## src/rtl/multicycle_sequencer_pkg.sv

```systemverilog
// Shared encodings for the multi-cycle RV32 sequencer: states, opcode fields,
// data-memory write codes and the decoded instruction class.
package multicycle_sequencer_pkg;

  typedef enum logic [2:0] {
    S_FETCH  = 3'd0,
    S_DECODE = 3'd1,
    S_EXEC   = 3'd2,
    S_MEM    = 3'd3,
    S_WB     = 3'd4,
    S_HALT   = 3'd5,
    S_FAULT  = 3'd6
  } state_e;

  localparam logic [6:0] OP_IMM   = 7'b0010011;
  localparam logic [6:0] OP_LOAD  = 7'b0000011;
  localparam logic [6:0] OP_STORE = 7'b0100011;

  localparam logic [2:0] F3_BYTE = 3'b000;
  localparam logic [2:0] F3_WORD = 3'b010;
  localparam logic [2:0] F3_ADDI = 3'b000;

  localparam logic [1:0] WE_RD   = 2'b00;
  localparam logic [1:0] WE_BYTE = 2'b01;
  localparam logic [1:0] WE_WORD = 2'b10;

  typedef enum logic [2:0] {
    C_ADDI = 3'd0,
    C_LW   = 3'd1,
    C_LB   = 3'd2,
    C_SW   = 3'd3,
    C_SB   = 3'd4
  } iclass_e;

  typedef struct packed {
    logic    ok;
    iclass_e cls;
  } dec_t;

  // Anything outside the five supported encodings comes back with ok=0.
  function automatic dec_t decode(input logic [6:0] op, input logic [2:0] f3);
    dec_t d;
    d.ok  = 1'b1;
    d.cls = C_ADDI;
    if (op == OP_IMM && f3 == F3_ADDI)         d.cls = C_ADDI;
    else if (op == OP_LOAD && f3 == F3_WORD)   d.cls = C_LW;
    else if (op == OP_LOAD && f3 == F3_BYTE)   d.cls = C_LB;
    else if (op == OP_STORE && f3 == F3_WORD)  d.cls = C_SW;
    else if (op == OP_STORE && f3 == F3_BYTE)  d.cls = C_SB;
    else                                       d.ok  = 1'b0;
    return d;
  endfunction

endpackage

```

## src/rtl/multicycle_sequencer_bus_watchdog.sv

```systemverilog
// Counts unacknowledged request cycles; expired flags the cycle on which the
// limit is reached with the ack still low.
module bus_watchdog #(
  parameter int MEM_TIMEOUT = 15,
  parameter int CNT_W       = 4
) (
  input  logic CLK,
  input  logic RST,
  input  logic clear,
  input  logic count_en,
  input  logic ack,
  output logic expired
);

  localparam logic [CNT_W-1:0] LIMIT = CNT_W'(MEM_TIMEOUT - 1);

  logic [CNT_W-1:0] cnt_q;

  always_ff @(posedge CLK or posedge RST) begin
    if (RST)                   cnt_q <= '0;
    else if (clear)            cnt_q <= '0;
    else if (count_en && !ack) cnt_q <= cnt_q + CNT_W'(1);
  end

  // An ack arriving on the limit cycle wins over the fault.
  assign expired = count_en && !ack && (cnt_q == LIMIT);

endmodule

```

## src/rtl/multicycle_sequencer.sv

```systemverilog
// Multi-cycle control FSM for the RV32 addi/lw/lb/sw/sb datapath with
// variable-latency memories, retire counter, halt and bus watchdog.
module multicycle_sequencer
  import multicycle_sequencer_pkg::*;
#(
  parameter int MEM_TIMEOUT = 15,
  parameter int CNT_W       = 4
) (
  input  logic        CLK,
  input  logic        RST,
  input  logic [6:0]  opcode,
  input  logic [2:0]  funct3,
  input  logic        imem_ack,
  input  logic        dmem_ack,
  input  logic        halt_req,
  output logic        imem_req,
  output logic        ir_we,
  output logic        pc_we,
  output logic        dmem_req,
  output logic [1:0]  dmem_we,
  output logic        reg_we,
  output logic        imm_sel,
  output logic        wb_sel,
  output logic        load_byte,
  output logic        illegal,
  output logic        timeout,
  output logic [2:0]  state,
  output logic [31:0] instr_count
);

  state_e      state_q, state_d;
  iclass_e     cls_q;
  logic        illegal_q, timeout_q;
  logic [31:0] cnt_q;
  dec_t        dec;
  logic        in_fetch, in_mem, is_load, is_store, retire;
  logic        wd_clear, wd_ack, wd_expired;

  assign dec      = decode(opcode, funct3);
  assign in_fetch = (state_q == S_FETCH);
  assign in_mem   = (state_q == S_MEM);
  assign is_load  = (cls_q == C_LW) || (cls_q == C_LB);
  assign is_store = (cls_q == C_SW) || (cls_q == C_SB);
  assign retire   = (state_q == S_WB) || (in_mem && dmem_ack && is_store);

  always_comb begin
    state_d = state_q;
    unique case (state_q)
      S_FETCH:  if (imem_ack)        state_d = S_DECODE;
                else if (wd_expired) state_d = S_FAULT;
      S_DECODE: state_d = dec.ok ? S_EXEC : S_FAULT;
      S_EXEC:   state_d = (cls_q == C_ADDI) ? S_WB : S_MEM;
      S_MEM:    if (dmem_ack)        state_d = is_load ? S_WB : (halt_req ? S_HALT : S_FETCH);
                else if (wd_expired) state_d = S_FAULT;
      S_WB:     state_d = halt_req ? S_HALT : S_FETCH;
      S_HALT:   if (!halt_req)       state_d = S_FETCH;
      S_FAULT:  state_d = S_FAULT;
      default:  state_d = S_FAULT;
    endcase
  end

  always_ff @(posedge CLK or posedge RST) begin
    if (RST) begin
      state_q   <= S_FETCH;
      cls_q     <= C_ADDI;
      illegal_q <= 1'b0;
      timeout_q <= 1'b0;
      cnt_q     <= '0;
    end else begin
      state_q <= state_d;
      if (state_q == S_DECODE) begin
        if (dec.ok) cls_q     <= dec.cls;
        else        illegal_q <= 1'b1;
      end
      if (wd_expired) timeout_q <= 1'b1;
      if (retire)     cnt_q     <= cnt_q + 32'd1;
    end
  end

  // One counter serves both buses; it restarts whenever a request phase begins.
  assign wd_clear = (state_d != state_q) && ((state_d == S_FETCH) || (state_d == S_MEM));
  assign wd_ack   = in_fetch ? imem_ack : dmem_ack;

  bus_watchdog #(
    .MEM_TIMEOUT (MEM_TIMEOUT),
    .CNT_W       (CNT_W)
  ) u_wd (
    .CLK      (CLK),
    .RST      (RST),
    .clear    (wd_clear),
    .count_en (in_fetch || in_mem),
    .ack      (wd_ack),
    .expired  (wd_expired)
  );

  // Strobes are gated by RST so nothing fires while reset is held.
  assign imem_req  = !RST && in_fetch;
  assign ir_we     = !RST && in_fetch && imem_ack;
  assign pc_we     = !RST && in_fetch && imem_ack;
  assign dmem_req  = !RST && in_mem;
  assign dmem_we   = (!RST && in_mem) ? ((cls_q == C_SB) ? WE_BYTE :
                                         (cls_q == C_SW) ? WE_WORD : WE_RD) : WE_RD;
  assign reg_we    = !RST && (state_q == S_WB);
  assign imm_sel   = is_store;
  assign wb_sel    = is_load;
  assign load_byte = (cls_q == C_LB);

  assign illegal     = illegal_q;
  assign timeout     = timeout_q;
  assign state       = state_q;
  assign instr_count = cnt_q;

endmodule
```

## config.mk

```make
export PLATFORM = sky130hd
export DESIGN_NAME = multicycle_sequencer
export DESIGN_NICKNAME = d
export VERILOG_FILES = /design/src/rtl/multicycle_sequencer_pkg.sv /design/src/rtl/multicycle_sequencer_bus_watchdog.sv /design/src/rtl/multicycle_sequencer.sv
export SDC_FILE = /design/constraint.sdc
export NUM_CORES = 1
export LEC_CHECK = 0
export CELL_PAD_IN_SITES_DETAIL_PLACEMENT = 0
export CELL_PAD_IN_SITES_GLOBAL_PLACEMENT = 2
export CORE_MARGIN = 3
export CORE_UTILIZATION = 27
export DETAILED_ROUTE_END_ITERATION = 7
export GPL_ROUTABILITY_DRIVEN = 1
export PLACE_DENSITY = 0.77
export SKIP_LAST_GASP = 1
export SLEW_MARGIN = 20
export SYNTH_ARGS = -nofsm -noshare
export SYNTH_HDL_FRONTEND = slang
export SYNTH_SLANG_ARGS = --single-unit
```

## constraint.sdc

```tcl
create_clock -name CLK -period 2.4 [get_ports CLK]
set_input_delay 0.6 -clock CLK [delete_from_list [all_inputs] [get_ports CLK]]
set_output_delay 0.6 -clock CLK [all_outputs]
set_load 0.02 [all_outputs]
```

Word-level counts from Yosys, hierarchy flattened. Cells that the tools add are included.

Bitwise logic cells: 1. $add $sub $neg: 2. Reduce and logical (&&, ||, !) cells: 28. Eq/ne operators: 16. Multiplexer cells: 25.

Operators by type and width (count): 3-bit two-way mux (13); 32-bit by 1-bit adder with 32-bit output, second input constant (1); 3-bit by 2-bit equality test with 1-bit output, second input constant (6); 3-bit case mux with 6 select lines (1); 1-bit logical AND (14); 3-bit zero test (4); 3-bit equality test, second input constant (3); 4-bit two-way mux (2); 7-bit by 2-bit equality test with 1-bit output, second input constant (1); 7-bit by 5-bit equality test with 1-bit output, second input constant (1); 7-bit by 6-bit equality test with 1-bit output, second input constant (1); 3-bit by 1-bit equality test with 1-bit output, second input constant (2); 1-bit two-way mux (6); 2-bit two-way mux (3); 1-bit logical OR (5); 4-bit by 1-bit adder with 4-bit output, second input constant (1); 4-bit equality test, second input constant (1); 2-bit AND reduction (2); 3-bit != test (1); 1-bit zero test (2); 2-bit nonzero test (1); 1-bit inverter (1).

Input bits: 15. Register bits: 44.

Depth between registers and ports, before layout. Gate-level depths: netlist (run 1).

Depth after elaboration: 13. Depth in mapped cells: 7. Depth with buffers taken out: 6.

By module. From an unflattened synthesis (run 1), not the netlist that was laid out.

Cells, all modules: 226. Area total of the unflattened synthesis: 2389.8 um^2.

By module, submodules not included: multicycle_sequencer (cells an instance 205, seq. area each 1001.0 um^2, instances 1, area an instance 2162.1 um^2); bus_watchdog (cells an instance 21, seq. area each 100.1 um^2, instances 1, area an instance 227.7 um^2).

Worst setup path before layout (run 1). OpenSTA, ideal clock, no wires.

Path type: flip-flop to output port. From: register state_q[2] (netlist: state[2]). To: output pc_we. Setup slack: -382 ps. Data required time: 1800 ps. Cell stages (with the launch flop): 6. Arrival: 2182 ps. Cells stage by stage: dfrtp_1 -> clkbuf_1 -> clkbuf_1 -> nor4_1 -> and2_1 -> buf_4.

Cells in the longest elaborated chain, start to end: 3.

RTL lines: start, declared (line multicycle_sequencer.sv:31) `state_e state_q, state_d;`; start signal, assigned (line multicycle_sequencer.sv:70) `state_q <= state_d;`; 3-bit zero test (line multicycle_sequencer.sv:40) `assign in_fetch = (state_q == S_FETCH);`; 1-bit logical AND; named net imem_req (line multicycle_sequencer.sv:16) `output logic imem_req,`; 1-bit logical AND (line multicycle_sequencer.sv:99) `assign pc_we = !RST && in_fetch && imem_ack;`; end, declared (line multicycle_sequencer.sv:18) `output logic pc_we,`.

The timed path passes the listed nets, and every way through them passes these cells.

Worst setup path after layout (run 1).
From: input RST. To: output reg_we.

Cells in the longest elaborated chain, start to end: 2.

RTL lines: start, declared (line multicycle_sequencer.sv:10) `input logic RST,`; 1-bit zero test (line multicycle_sequencer.sv:103) `assign reg_we = !RST && (state_q == S_WB);`; 1-bit logical AND (line multicycle_sequencer.sv:103); end, declared (line multicycle_sequencer.sv:21) `output logic reg_we,`.

No other way between the ends.

==> metrics, run 1 <==
switching share of power 22.3%; port bufs 61; Cell Area, Synth 2370 um^2; hold_buf cts 0; Max Slew Vio Count 0; share of layout cells above drive strength 1 16.3%; vias post-DR 2028; part of the power in the clock network 35.6%; Crit Path Max Fanout 5; pin count of the biggest net entering global routing 45; top cells by area, synth dfrtp_1 (46%), xor2_1 (8.9%), xnor2_1 (4.4%); prevailing post-synth register cell dfrtp_1; Die Y 99.7 um; die span in x 99.7 um; Yosys reg bits 44; Worst Skew 0.0105 ns; Static Leak 1.55 nW; Core ar. 8380 um^2; PostCTS Resize Cnt 9; Syn Area/Cell 10.1 um^2; Worst EP required 1.80 ns; GP Congestion 0.825; HP Class reg -> reg; register area 1100 um^2; Synth Instances 235; Least-Margin Pin Slew 0.583 ns; # rows 33; GRT Util Overall 12.1%; dpl hpwl 4240 um; Clock Latency Late Sink 0.29 ns; Max Cap Viol 0; PD cells 375 nW/um^2; Relative slew margins 61.1%; # fillers 836; initial antenna violation count 0; CTS root buf clkbuf_8; Nets 337; drt pass-1 iters 4; Internal Power 0.000973 W; area leader, netlist dfrtp_1; I/O pin total 62; Comb power frac 5.0%; Remaining DRCs 0; share of flip-flops with an asynchronous set or reset 100%; Area Growth Syn to Fin 41.0%; Initial Util 28.3%; Sw Pwr 0.000279 W; area occupied by multi-input gates 1200 um^2; clk buf depth 2; status complete, no violations; syn_nets 253; Final Hold Viols 0; sequential fraction of the synthesis area 46.5%; Critical Path AT 1.73 ns; Final min period 2.33 ns; final wirelength 5720 um; TritonCTS clock tree done; Flop pwr share 59.5%; Fin Hold WS 0.466 ns; fmax 0.430 GHz; startpoint types primary input; number of global-route vias before repair 2039; CTS Sinks 44; Inst Count DP 417; clk slew on worst S/H paths 0.07 ns; Finished Layout Cells 424; Post-CTS Setup Bufs 0; drt via density 4.78; CP Capture Type primary output; R2R Setup Slk 0.33 ns; Yosys top cell area share 46.5%; Yosys Warn Count 0; TritonCTS buffer count 5; global-route wire length before repair 9760 um; Final Setup Violations 0; Die Area 9930 um^2; H-tree level count 2; ant diodes 0; synth unique cells 47; drt wl/cell 13.5 um; antenna-violating nets left 0; GR Overflow Total 0; RSZ-0062 raised after global routing true; number of synthesized flops with an enable pin 0; kind of critical path in -> out; 1st-iter DRT viols 85; maximum VDD drop 0.000172 V; period utilisation layout 96.9%
[area by class of cell]
class,instances,share of cell area [%]
tap,105,3.93
timing repair buffer,83,23.3
clock inverter,1,0.150
sequential,44,33.0
multi-input combinational,173,36.0
inverter,12,1.46
clock buffer,6,2.17
[stage by stage]
stage               setup TNS, ns  total power (W)  area [um^2]  utilization [%]  setup WS, ns
finish                          0          0.00125         3340             39.9        0.0743
global route             -0.00389          0.00132         3340             39.9      -0.00389
CTS                             0          0.00127         3320             39.6       0.00258
detailed placement          -1.87         0.000824         3250             38.8        -0.314
global placement            -1.63         0.000824         3250             38.8        -0.289
floorplan                  -0.139         0.000783         2380                -        -0.139
[power by group through the flow]
stage               registers, W  clock network (W)  logic [W]
global placement        0.000759                  0  0.0000643
detailed placement      0.000759                  0  0.0000643
floorplan               0.000759                  0  0.0000237
finish                  0.000745           0.000445  0.0000621
global route            0.000745           0.000502  0.0000697
CTS                     0.000745           0.000465  0.0000641
[worst max-delay path, stage by stage]
cell	delay [ns]
clkdlybuf4s15_1	0.30
clkinvlp_4	0.12
and3_1	0.16
clkdlybuf4s50_1	0.53
[logic make-up after synthesis]
family | share of synthesized area (%)
AOI/OAI and AO/OA | 7.50
xor gates and xnor gates | 13.3
adders and majority gates | 1.58
buffers and inverters | 3.43
DFF | 46.5
muxes | 1.37
and+or+nand+nor | 26.3
[placed cells by master (no fill, tap or decap), types with 4 or more instances in the layout]
master,instances
dfrtp_1,42
nor3b_1,4
o21ai_0,4
xnor2_1,11
nor4_1,4
and3_1,8
xor2_1,24
inv_1,11
clkbuf_8,5
nand2_1,17
buf_4,22
dlygate4sd2_1,4
nor3_2,6
nand4_1,7
nor3_1,15
nand3_1,8
clkdlybuf4s50_1,53
nor2_1,18
[worst paths after layout]
kind                                       from               to  cells after the start
worst max-delay path                        RST           reg_we                      4
worst min-delay path            instr_count[31]  instr_count[31]                      1
worst max register to register         cls_q[2]    u_wd.cnt_q[1]                      7
worst min register to register  instr_count[31]  instr_count[31]                      1
max in group asynchronous                   RST         state[1]                      3
min in group asynchronous                   RST          timeout                      3
[state kept, by name (all words and copies together) (netlist names)]
signal and cells:
u_wd.cnt_q 4, cls_q 3, state 3, instr_count 32, timeout 1, illegal 1
[Yosys cell counts, types with 2 or more instances]
library cell	number
nor3b_1	4
nor3_2	6
nand2b_1	2
inv_1	12
dfrtp_1	44
and3_1	8
o31ai_1	2
or3_1	2
nand2_1	17
ha_1	3
a21oi_1	3
nand3b_1	3
buf_2	2
nor3_1	15
nor2_1	19
xor2_1	24
nand4b_1	2
nand4_1	7
xnor2_1	12
o21ai_2	2
and4_1	2
o21ai_0	4
mux2_2	2
clkbuf_1	2
nand3_1	8
nor4_2	2
a22oi_1	2
nor4_1	5
[metal layers]
layer  up-vias  part of all wire, %  global-route usage [%]
li1        992                    -                       -
met1       963                   46                    15.8
met2        68                   45                    18.9
met3         5                  8.2                    3.86
met4         0                  1.0                    4.41
met5         -                    0                       0
Power figures use the tool's default switching activity.
==> inputs of run 2 (changes only) <==
--- a/config.mk
+++ b/config.mk
@@ -11,7 +11,7 @@
 export CORE_UTILIZATION = 27
 export DETAILED_ROUTE_END_ITERATION = 7
 export GPL_ROUTABILITY_DRIVEN = 1
-export PLACE_DENSITY = 0.77
+export PLACE_DENSITY = 0.82
 export SKIP_LAST_GASP = 1
 export SLEW_MARGIN = 20
 export SYNTH_ARGS = -nofsm -noshare
==> constraint.sdc (replaced) <==
create_clock -name CLK -period 2.4 [get_ports CLK]
set_input_delay 0.6 -clock CLK [delete_from_list [all_inputs] [get_ports CLK]]
set_output_delay 0.6 -clock CLK [all_outputs]
set_load 0.01 [all_outputs]
==> metrics, run 2 (synthesis results as in run 1) <==
status complete, no violations; worst r2r src state[1]; most frequent cells in the layout clkdlybuf4s50_1 (54), dfrtp_1 (44), xor2_1 (24), buf_4 (23), nor2_1 (18); share of layout cells above drive strength 1 16.5% (+0.21 points); global-route wire length before repair 9980 um (+2.2%); setup TNS 0 ns (unchanged); Worst Hold End instr_count[31]; switching share of power 19.7% (-2.6 points); Remaining DRCs 0 (unchanged); Core ar. 8380 um^2 (unchanged); vias post-DR 2033 (+0.25%); Static Leak 1.60 nW (+3.3%); Max Cap Viol 0 (unchanged); GR Overflow Total 0 (unchanged); Comb power frac 4.3% (-0.7 points); final worst slack 0.118 ns (+0.0441 ns); Final min period 2.28 ns (-0.0441 ns); Crit Path Max Fanout 5 (unchanged); kind of critical path reg -> out; # fillers 847 (+1.3%); Final Hold Viols 0 (unchanged); HP Class reg -> reg; Nets 339 (+0.59%); dpl hpwl 4380 um (+3.2%); CP Capture Type primary output; GRT Util Overall 12.2% (+0.078 points); Least-Margin Pin Slew 0.583 ns (-0.0000136 ns); drt wl/cell 13.8 um (+2.3%); CTS root buf clkbuf_8; Initial Util 28.3% (unchanged); Internal Power 0.00118 W (+22%); R2R Setup Slk 0.28 ns (-0.05 ns); register area 1100 um^2 (-0.23%); PD cells 431 nW/um^2 (+15%); Clock Latency Late Sink 0.30 ns (about the same); ant diodes 0 (unchanged); Die Area 9930 um^2 (unchanged); final wirelength 5880 um (+2.8%); Area Growth Syn to Fin 44.5%; Hold Startpoint instr_count[31]; period utilisation layout 95.1% (-1.8 points); RSZ-0062 raised after global routing true; DP Worst Slack -0.293 ns (+0.0209 ns); startpoint types flop; maximum VDD drop 0.000196 V (+14%); Flop pwr share 50.5% (-9.0 points); Pwr Total 0.00148 W (+18%); TritonCTS clock tree done; 1st-iter DRT viols 42 (-51%); antenna-violating nets left 0 (unchanged); worst hold stages 1 (unchanged); most common cell after layout, fill and taps aside clkdlybuf4s50_1; FF-to-FF path depth 7 (unchanged); drt pass-1 iters 4 (unchanged); port bufs 61 (unchanged); # rows 33 (unchanged); pin count of the biggest net entering global routing 45 (unchanged); hold_buf cts 0 (unchanged); die span in x 99.7 um (unchanged); drt via density 4.77 (-0.22%); area occupied by multi-input gates 1210 um^2 (+0.62%); Relative slew margins 61.1% (about the same); clk buf depth 2 (unchanged); Die Y 99.7 um (unchanged); Worst EP required 1.80 ns (about the same); CTS Sinks 44 (unchanged); Critical Path AT 1.68 ns (-0.05 ns); Max Slew Vio Count 0 (unchanged); reg2reg end u_wd.cnt_q[1]; Final Setup Violations 0 (unchanged); number of global-route vias before repair 2086 (+2.3%); Worst Skew 0.00621 ns (-0.00431 ns); GP Congestion 0.773 (-6.3%); part of the power in the clock network 45.2% (+9.6 points); fmax 0.438 GHz (+1.9%); clk slew on worst S/H paths 0.08 ns (about the same); I/O pin total 62 (unchanged); H-tree level count 2 (unchanged); TritonCTS buffer count 5 (unchanged); Sw Pwr 0.000291 W (+4.3%); initial antenna violation count 0 (unchanged); max reg flops 32 (unchanged)
run 2: cell count changes in the layout (fill, tap and decap cells not counted), sizes merged:
cell	change
buf	+2
dlymetal6s2s	+1
dlygate4sd2	-1
clkinv	-1
clkdlybuf4s15	-2
clkdlybuf4s50	+1
bufinv	+2
run 2: metal layers:
metal / vias up / GRT usage (%) / share of wire (%)
met5: - / 0 / 0
met2: 52 / 20.5 / 48
met1: 981 / 15.8 / 45
met4: 0 / 1.89 / 0.61
li1: 995 / - / -
met3: 5 / 3.79 / 6.6
run 2: final cells by class:
cell class	instances	area share, %
timing repair buffer	85	23.4
clock inverter	2	1.76
clock buffer	5	2.01
inverter	12	1.43
tap	105	3.84
sequential	44	32.2
multi-input combinational	173	35.4
run 2: worst max-delay path, cell delays in order (launching register included):
cell             delay (ns)
dfrtp_1                0.47
nand2_1                0.19
nor3_1                 0.17
clkdlybuf4s50_1        0.56
run 2: per-stage QoR:
stage | instance area, um^2 | std cells | utilization (%) | hold slack, ns
2_1_floorplan | 2370 | 235 | - | 0.497
3_3_place_gp | 3250 | 416 | 38.8 | 0.455
3_5_place_dp | 3250 | 416 | 38.8 | 0.460
4_1_cts | 3390 | 425 | 40.5 | 0.475
5_1_grt | 3420 | 426 | 40.8 | 0.502
6_report | 3420 | 426 | 40.8 | 0.469
run 2: worst max path at each step:
| stage | endpoint | cells after the start | from |
|---|---|---|---|
| 2_1_floorplan | pc_we | 5 | state[2] |
| 3_3_place_gp | pc_we | 4 | RST |
| 3_5_place_dp | pc_we | 4 | RST |
| 4_1_cts | pc_we | 4 | RST |
| 5_1_grt | dmem_req | 3 | state[1] |
| 6_report | dmem_req | 3 | state[1] |
run 2: power by group through the flow:
stage | Sequential (W) | Combinational [W] | Clock, W
after global placement | 0.000759 | 0.0000648 | 0
final | 0.000745 | 0.0000637 | 0.000668
after floorplan | 0.000759 | 0.0000235 | 0
after detailed placement | 0.000760 | 0.0000654 | 0
after CTS | 0.000745 | 0.0000655 | 0.000688
after global routing | 0.000745 | 0.0000718 | 0.000706
run 2: what timing repair did:
action | 4_1_cts | 5_1_grt
gates resized for setup | 5 | 8
pin swaps | 1 | 1
buffers inserted | 2 | 1
setup endpoints to repair | 8 | 4
==> inputs of run 3 (changes only) <==
--- a/config.mk
+++ b/config.mk
@@ -9,6 +9,7 @@
 export CELL_PAD_IN_SITES_GLOBAL_PLACEMENT = 2
 export CORE_MARGIN = 3
 export CORE_UTILIZATION = 27
+export CTS_CLUSTER_SIZE = 20
 export DETAILED_ROUTE_END_ITERATION = 7
 export GPL_ROUTABILITY_DRIVEN = 1
 export PLACE_DENSITY = 0.82
==> results of run 3 <==
The final DEF is identical to that of run 2; final timing and power are the same.
